## src/rtl/ntt_pkg.sv

```systemverilog
// Kyber NTT constants and the canonical mod-Q add/sub helpers shared by the butterfly datapath.
package ntt_pkg;
  localparam int DW        = 12;
  localparam int Q         = 3329;
  localparam int BARRETT_M = 5039;
  localparam int BARRETT_K = 24;

  localparam logic MODE_CT = 1'b0;
  localparam logic MODE_GS = 1'b1;

  localparam logic [DW:0] Q_EXT = Q[DW:0];

  function automatic logic [DW-1:0] mod_add(input logic [DW-1:0] x, input logic [DW-1:0] y);
    logic [DW:0] s;
    s = {1'b0, x} + {1'b0, y};
    if (s >= Q_EXT) s = s - Q_EXT;
    return DW'(s);
  endfunction

  // A borrow wraps the DW+1 result; adding Q brings it back into [0, Q).
  function automatic logic [DW-1:0] mod_sub(input logic [DW-1:0] x, input logic [DW-1:0] y);
    logic [DW:0] d;
    d = {1'b0, x} - {1'b0, y};
    if (x < y) d = d + Q_EXT;
    return DW'(d);
  endfunction
endpackage

```

## src/rtl/mod_mul_barrett.sv

```systemverilog
// Modular multiply x*w mod Q: product register, then Barrett reduction register (2 cycles).
// Stages advance only on i_en; valid and sideband travel alongside the data.
module mod_mul_barrett
  import ntt_pkg::*;
#(
  parameter int SW = 1
) (
  input  logic          clk,
  input  logic          rst_n,
  input  logic          i_en,
  input  logic          i_vld,
  input  logic [DW-1:0] i_x,
  input  logic [DW-1:0] i_w,
  input  logic [SW-1:0] i_sb,
  output logic          o_vld,
  output logic [DW-1:0] o_r,
  output logic [SW-1:0] o_sb
);
  localparam int PW = 2 * DW;
  localparam int MW = 13;
  localparam logic [MW-1:0] BM   = BARRETT_M[MW-1:0];
  localparam logic [DW-1:0] Q_DW = Q[DW-1:0];

  logic          r_v3;
  logic [PW-1:0] r_p;
  logic [SW-1:0] r_sb3;
  logic          r_v4;
  logic [DW-1:0] r_r4;
  logic [SW-1:0] r_sb4;

  logic [PW+MW-1:0] w_pm;
  logic [DW-1:0]    w_t;
  logic [PW-1:0]    w_tq;
  logic [DW:0]      w_r13;
  logic [DW-1:0]    w_r;

  // Quotient estimate undershoots by at most one Q, so a single correction suffices.
  always_comb begin
    w_pm  = {{MW{1'b0}}, r_p} * {{PW{1'b0}}, BM};
    w_t   = DW'(w_pm >> BARRETT_K);
    w_tq  = {{DW{1'b0}}, w_t} * {{(PW-DW){1'b0}}, Q_DW};
    w_r13 = (DW+1)'(r_p - w_tq);
    w_r   = (w_r13 >= Q_EXT) ? DW'(w_r13 - Q_EXT) : w_r13[DW-1:0];
  end

  always_ff @(posedge clk or negedge rst_n) begin
    if (!rst_n) begin
      r_v3  <= 1'b0;
      r_p   <= '0;
      r_sb3 <= '0;
      r_v4  <= 1'b0;
      r_r4  <= '0;
      r_sb4 <= '0;
    end else if (i_en) begin
      r_v3  <= i_vld;
      r_p   <= {{DW{1'b0}}, i_x} * {{DW{1'b0}}, i_w};
      r_sb3 <= i_sb;
      r_v4  <= r_v3;
      r_r4  <= w_r;
      r_sb4 <= r_sb3;
    end
  end

  assign o_vld = r_v4;
  assign o_r   = r_r4;
  assign o_sb  = r_sb4;
endmodule

```

## src/rtl/bf_unit_pipe.sv

```systemverilog
// Kyber radix-2 butterfly (CT forward / GS inverse), 5 register stages, result 4 edges after accept.
// Whole pipe stalls while a result is held unread; in_ready mirrors the global advance enable.
module bf_unit_pipe
  import ntt_pkg::*;
(
  input  logic          clk,
  input  logic          rst_n,
  input  logic          in_valid,
  output logic          in_ready,
  input  logic          mode,
  input  logic [DW-1:0] a_in,
  input  logic [DW-1:0] b_in,
  input  logic [DW-1:0] w_in,
  output logic          out_valid,
  input  logic          out_ready,
  output logic [DW-1:0] u_out,
  output logic [DW-1:0] v_out
);
  logic          w_en;
  logic          r_v1, r_mode1;
  logic [DW-1:0] r_a, r_b, r_w1;
  logic          r_v2, r_mode2;
  logic [DW-1:0] r_x, r_w2, r_pass2;
  logic          r_v5;
  logic [DW-1:0] r_u, r_v;

  logic [DW-1:0] w_x, w_pass;
  logic          w_v4;
  logic [DW-1:0] w_r4;
  logic [DW:0]   w_sb4;
  logic [DW-1:0] w_u5, w_v5;

  assign w_en     = !r_v5 || out_ready;
  assign in_ready = w_en;

  always_comb begin
    w_x    = r_b;
    w_pass = r_a;
    if (r_mode1 == MODE_GS) begin
      w_x    = mod_sub(r_a, r_b);
      w_pass = mod_add(r_a, r_b);
    end
  end

  mod_mul_barrett #(.SW(DW + 1)) u_mul (
    .clk   (clk),
    .rst_n (rst_n),
    .i_en  (w_en),
    .i_vld (r_v2),
    .i_x   (r_x),
    .i_w   (r_w2),
    .i_sb  ({r_mode2, r_pass2}),
    .o_vld (w_v4),
    .o_r   (w_r4),
    .o_sb  (w_sb4)
  );

  always_comb begin
    w_u5 = w_sb4[DW-1:0];
    w_v5 = w_r4;
    if (w_sb4[DW] == MODE_CT) begin
      w_u5 = mod_add(w_sb4[DW-1:0], w_r4);
      w_v5 = mod_sub(w_sb4[DW-1:0], w_r4);
    end
  end

  always_ff @(posedge clk or negedge rst_n) begin
    if (!rst_n) begin
      r_v1    <= 1'b0;
      r_mode1 <= 1'b0;
      r_a     <= '0;
      r_b     <= '0;
      r_w1    <= '0;
      r_v2    <= 1'b0;
      r_mode2 <= 1'b0;
      r_x     <= '0;
      r_w2    <= '0;
      r_pass2 <= '0;
      r_v5    <= 1'b0;
      r_u     <= '0;
      r_v     <= '0;
    end else if (w_en) begin
      r_v1    <= in_valid;
      r_mode1 <= mode;
      r_a     <= a_in;
      r_b     <= b_in;
      r_w1    <= w_in;
      r_v2    <= r_v1;
      r_mode2 <= r_mode1;
      r_x     <= w_x;
      r_w2    <= r_w1;
      r_pass2 <= w_pass;
      r_v5    <= w_v4;
      r_u     <= w_u5;
      r_v     <= w_v5;
    end
  end

  assign out_valid = r_v5;
  assign u_out     = r_u;
  assign v_out     = r_v;
endmodule

```

## config.mk

```make
export PLATFORM = sky130hd
export DESIGN_NAME = bf_unit_pipe
export DESIGN_NICKNAME = d
export VERILOG_FILES = /design/src/rtl/ntt_pkg.sv /design/src/rtl/mod_mul_barrett.sv /design/src/rtl/bf_unit_pipe.sv
export SDC_FILE = /design/constraint.sdc
export NUM_CORES = 1
export LEC_CHECK = 0
export ABC_AREA = 1
export BUFFER_PORTS_ARGS = -buffer_cell sky130_fd_sc_hd__buf_2
export CORE_ASPECT_RATIO = 0.75
export CORE_MARGIN = 3
export CORE_UTILIZATION = 60
export CTS_CLUSTER_SIZE = 16
export DETAILED_ROUTE_END_ITERATION = 10
export PLACE_DENSITY_LB_ADDON = 0.15
export SLEW_MARGIN = 30
export SYNTH_ARGS = -nofsm -noshare
export SYNTH_HDL_FRONTEND = slang
export SYNTH_HIERARCHICAL = 1
export SYNTH_SLANG_ARGS = --single-unit
```

## constraint.sdc

```tcl
create_clock -name clk -period 15.2 [get_ports clk]
set_input_delay 0 -clock clk [delete_from_list [all_inputs] [get_ports clk]]
set_output_delay 0 -clock clk [all_outputs]
set_load 0.01 [all_outputs]
```

==> impl_metrics.csv <==
group,metric,value,unit
final_layout,antennaDiodeCount,0,
sta,slew_headroom,40.8,%
placed_design,place_hpwl,46400,um
setup_path,critical_path.max_fanout,12,
final_layout,fin_util,65.3,%
clock_tree,insertion_delay,0.46,ns
sta,finalCritPeriodShare,62.3,%
clock_tree,clk_pin_slew,0.08,ns
logic_synthesis,synth_fa_ha_area_share,35.8,%
clock_tree,cts_buffer_depth,2,
logic_synthesis,synth_nets,3568,
drt,routedWlPerCell,16.2,um
setup_path,timing.rr.start,"u_mul/r_p[18]",
logic_synthesis,synthDistinctLibCells,54,
run_status,status,"finished, final reports clean",
final_layout,fill_cells,3318,
setup_path,crit_type,"flip-flop to flip-flop",
logic_synthesis,synth_xor_area_share,3.45,%
logic_synthesis,synth_top_family_by_area,"adder cells",
global_routing,overflow,0,
sta,skew,0.00963,ns
sta,drv_slew,0,
sta,final.setup.tns,0,ns
drt,vias,19300,
sta,fmax,106,MHz
logic_synthesis,synth-compound-area-share,7.07,%
setup_path,crit_top_cell,"nand2_1",
floorplan,die_height,174,um
logic_synthesis,yosys_register_bits,165,
global_routing,grt_max_degree,85,
final_layout,drive_gt1_share,6.51,%
logic_synthesis,yosys.area_share.simple,23.9,%
global_routing,grt_pass1_vias,19100,
logic_synthesis,synth_area,22700,sq um
setup_path,slowest_stage,"fa_1",
global_routing,grt_pass1_wl,97300,um
sta,finalHoldViolations,0,
floorplan,io-pin-count,67,
clock_tree,cts_resized,0,
drt,routed_via_density,5.41,
logic_synthesis,yosys_warnings,6,
sta,setup_violations,0,
floorplan,die-area,40200,sq um
final_layout,area_growth,7.06,%
drt,drtIter0Drc,1922,
placed_design,place_congestion,0.985,
drt,drcViolationCount,0,
floorplan,core-area,37200,sq um
setup_path,critPathLaunchType,"flip-flop",
clock_tree,cts_tree,"done",
setup_path,setup.worst_path.start,"u_mul/r_p[18]",
clock_tree,clkSinkCount,165,
clock_tree,htreeDepth,4,
placed_design,port_buffers,66,
sta,period_needed,9.47,ns
setup_path,crit_required,15.54,ns
setup_path,max_stage_delay,0.61,ns
setup_path,end_kind,"flip-flop",
final_layout,nets,3609,
logic_synthesis,ys_seq_area_share,18.2,%
logic_synthesis,syn_avg_cell_area,7.51,sq um
clock_tree,cts_buffers,17,
global_routing,antenna_found_initial,1,
floorplan,rows,61,
job,cap_violations,0,
hold_path,hp-class,"input port to async pin",
setup_path,cp.arrival,9.82,ns
logic_synthesis,postSynthCellCount,3020,
drt,routed_wl,58000,um
logic_synthesis,muxShareOfSynthArea,0,%
sta,grt_setup_unrepaired,"false",
drt,firstDrtPassIters,5,
floorplan,die-width,230,um
drt,ant_nets,0,
clock_tree,root_buffer,"clkbuf_16",
sta,worst_pin_slew,0.888,ns
floorplan,start_util,61.0,%
global_routing,grt_util_all_layers,30.0,%
-- what timing repair did --
action	in CTS	in global routing
endpoints found under the hold margin	111	0
endpoints found under the setup margin	0	0
hold buffers	41	0
setup buffers	0	0
-- flip-flops by register name, summed over array words and instances (netlist names), 12 cells and up --
| register | flops |
|---|---|
| u_mul/o_r | 12 |
| r_x | 12 |
| u_mul/r_sb3 | 13 |
| r_w2 | 12 |
| v_out | 12 |
| r_b | 12 |
| u_mul/r_p | 24 |
| u_out | 12 |
| u_mul/o_sb | 13 |
| r_a | 12 |
| r_pass2 | 12 |
| r_w1 | 12 |
-- placed cells by master, fill, tap and decap left out, drive strengths merged --
cell | synthesis | final
dfrtp | 165 | 165
and2 | 4 | 4
a31o | 1 | 1
ha | 271 | 271
o2111ai | 1 | 1
a211oi | 2 | 2
a21oi | 103 | 103
o221ai | 2 | 2
fa | 236 | 236
nand2 | 923 | 923
a31oi | 13 | 13
xor2 | 61 | 61
o31ai | 3 | 3
nor2 | 129 | 129
clkinv | 1 | 5
nor3b | 1 | 1
a221oi | 1 | 1
and3 | 2 | 2
o21bai | 10 | 10
nor3 | 18 | 18
nand3 | 163 | 163
o21ai | 132 | 132
dlygate4sd3 | 0 | 41
o211ai | 8 | 8
xnor2 | 24 | 24
nand3b | 3 | 3
a21o | 7 | 7
o22ai | 1 | 1
nand4 | 50 | 50
clkbuf | 63 | 17
buf | 29 | 73
a21boi | 2 | 2
or2 | 5 | 5
inv | 585 | 596
o21a | 1 | 1
-- cell usage after synthesis, drive strengths merged --
cell type  count  area share (%)
a21o           7            0.23
a31oi         13            0.36
o221ai         2           0.077
clkbuf        63             1.0
o2111ai        1           0.039
or2            5            0.14
and2           4            0.11
inv          585             9.7
buf           29            0.83
xnor2         24             1.0
nor3          18            0.42
nand2        923              15
clkinv         1           0.017
nor2         129             2.3
nand3        163             3.8
and3           2           0.055
xor2          61             2.4
nand3b         3            0.17
a21oi        103             2.5
a21boi         2           0.066
a211oi         2           0.066
nor3b          1           0.033
o22ai          1           0.028
fa           236              21
a221oi         1           0.039
o211ai         8            0.26
o21bai        10            0.33
nand4         50             1.4
o21ai        132             2.9
o21a           1           0.033
ha           271              15
o31ai          3           0.099
dfrtp        165              18
a31o           1           0.039
-- critical path: cells and delay by family, from the launching register on --
family	cells	cell delay, ns
fa+ha+maj	11	4.60
simple gates	19	2.72
compound gates	3	0.65
flops	1	0.57
buf+inv	8	0.56
xor+xnor	1	0.25
-- logic make-up after synthesis --
group                      count (synthesis)
adders and majority gates                507
AOI/OAI and AO/OA                        287
buffers and inverters                    678
xor gates and xnor gates                  85
DFF                                      165
and+or+nand+nor                         1298
-- path summary, 6_finish.rpt --
path	endpoint	slack [ns]	cells past startpoint
min in group clk	r_w1[7]	0.28	4
max	u_mul/o_r[6]	5.73	42
max reg2reg	u_mul/o_r[6]	5.73	42
min reg2reg	u_mul/r_sb3[1]	0.48	2
min	u_out[4]	0.07	2
max in group asynchronous	r_pass2[6]	13.76	4
-- cell type report --
cell class | instances | area [sq um] | share of cell area [%]
inverters | 586 | 2200 | 9.08
repair buffers | 114 | 820 | 3.38
flip-flops and latches | 165 | 4130 | 17.0
multi-input cells | 2177 | 15900 | 65.6
clock inverters | 15 | 138 | 0.567
clock buffers | 17 | 425 | 1.75
well taps | 504 | 631 | 2.60
-- layer usage --
layer | vias to the layer above | GRT usage (%) | share of wire [%]
met5 | - | 0 | 0.022
met4 | 2 | 6.54 | 1.6
met3 | 68 | 4.80 | 5.5
met2 | 500 | 44.3 | 43
met1 | 9368 | 46.4 | 50
li1 | 9407 | - | -
-- stage by stage --
step	cells	hold WS [ns]	area [sq um]	worst slack, ns
6_report	3578	0.0705	24300	5.73
5_1_grt	3578	0.127	24300	5.07
4_1_cts	3577	0.0746	24300	5.86
3_5_place_dp	3504	0.00329	23300	5.88
3_3_place_gp	3504	-0.0122	23300	6.08
2_1_floorplan	3020	-0.296	22700	7.23
Power is left out: the tool's default activity adds up to more than one toggle a clock period on the data nets, which glitch-free logic cannot reach.
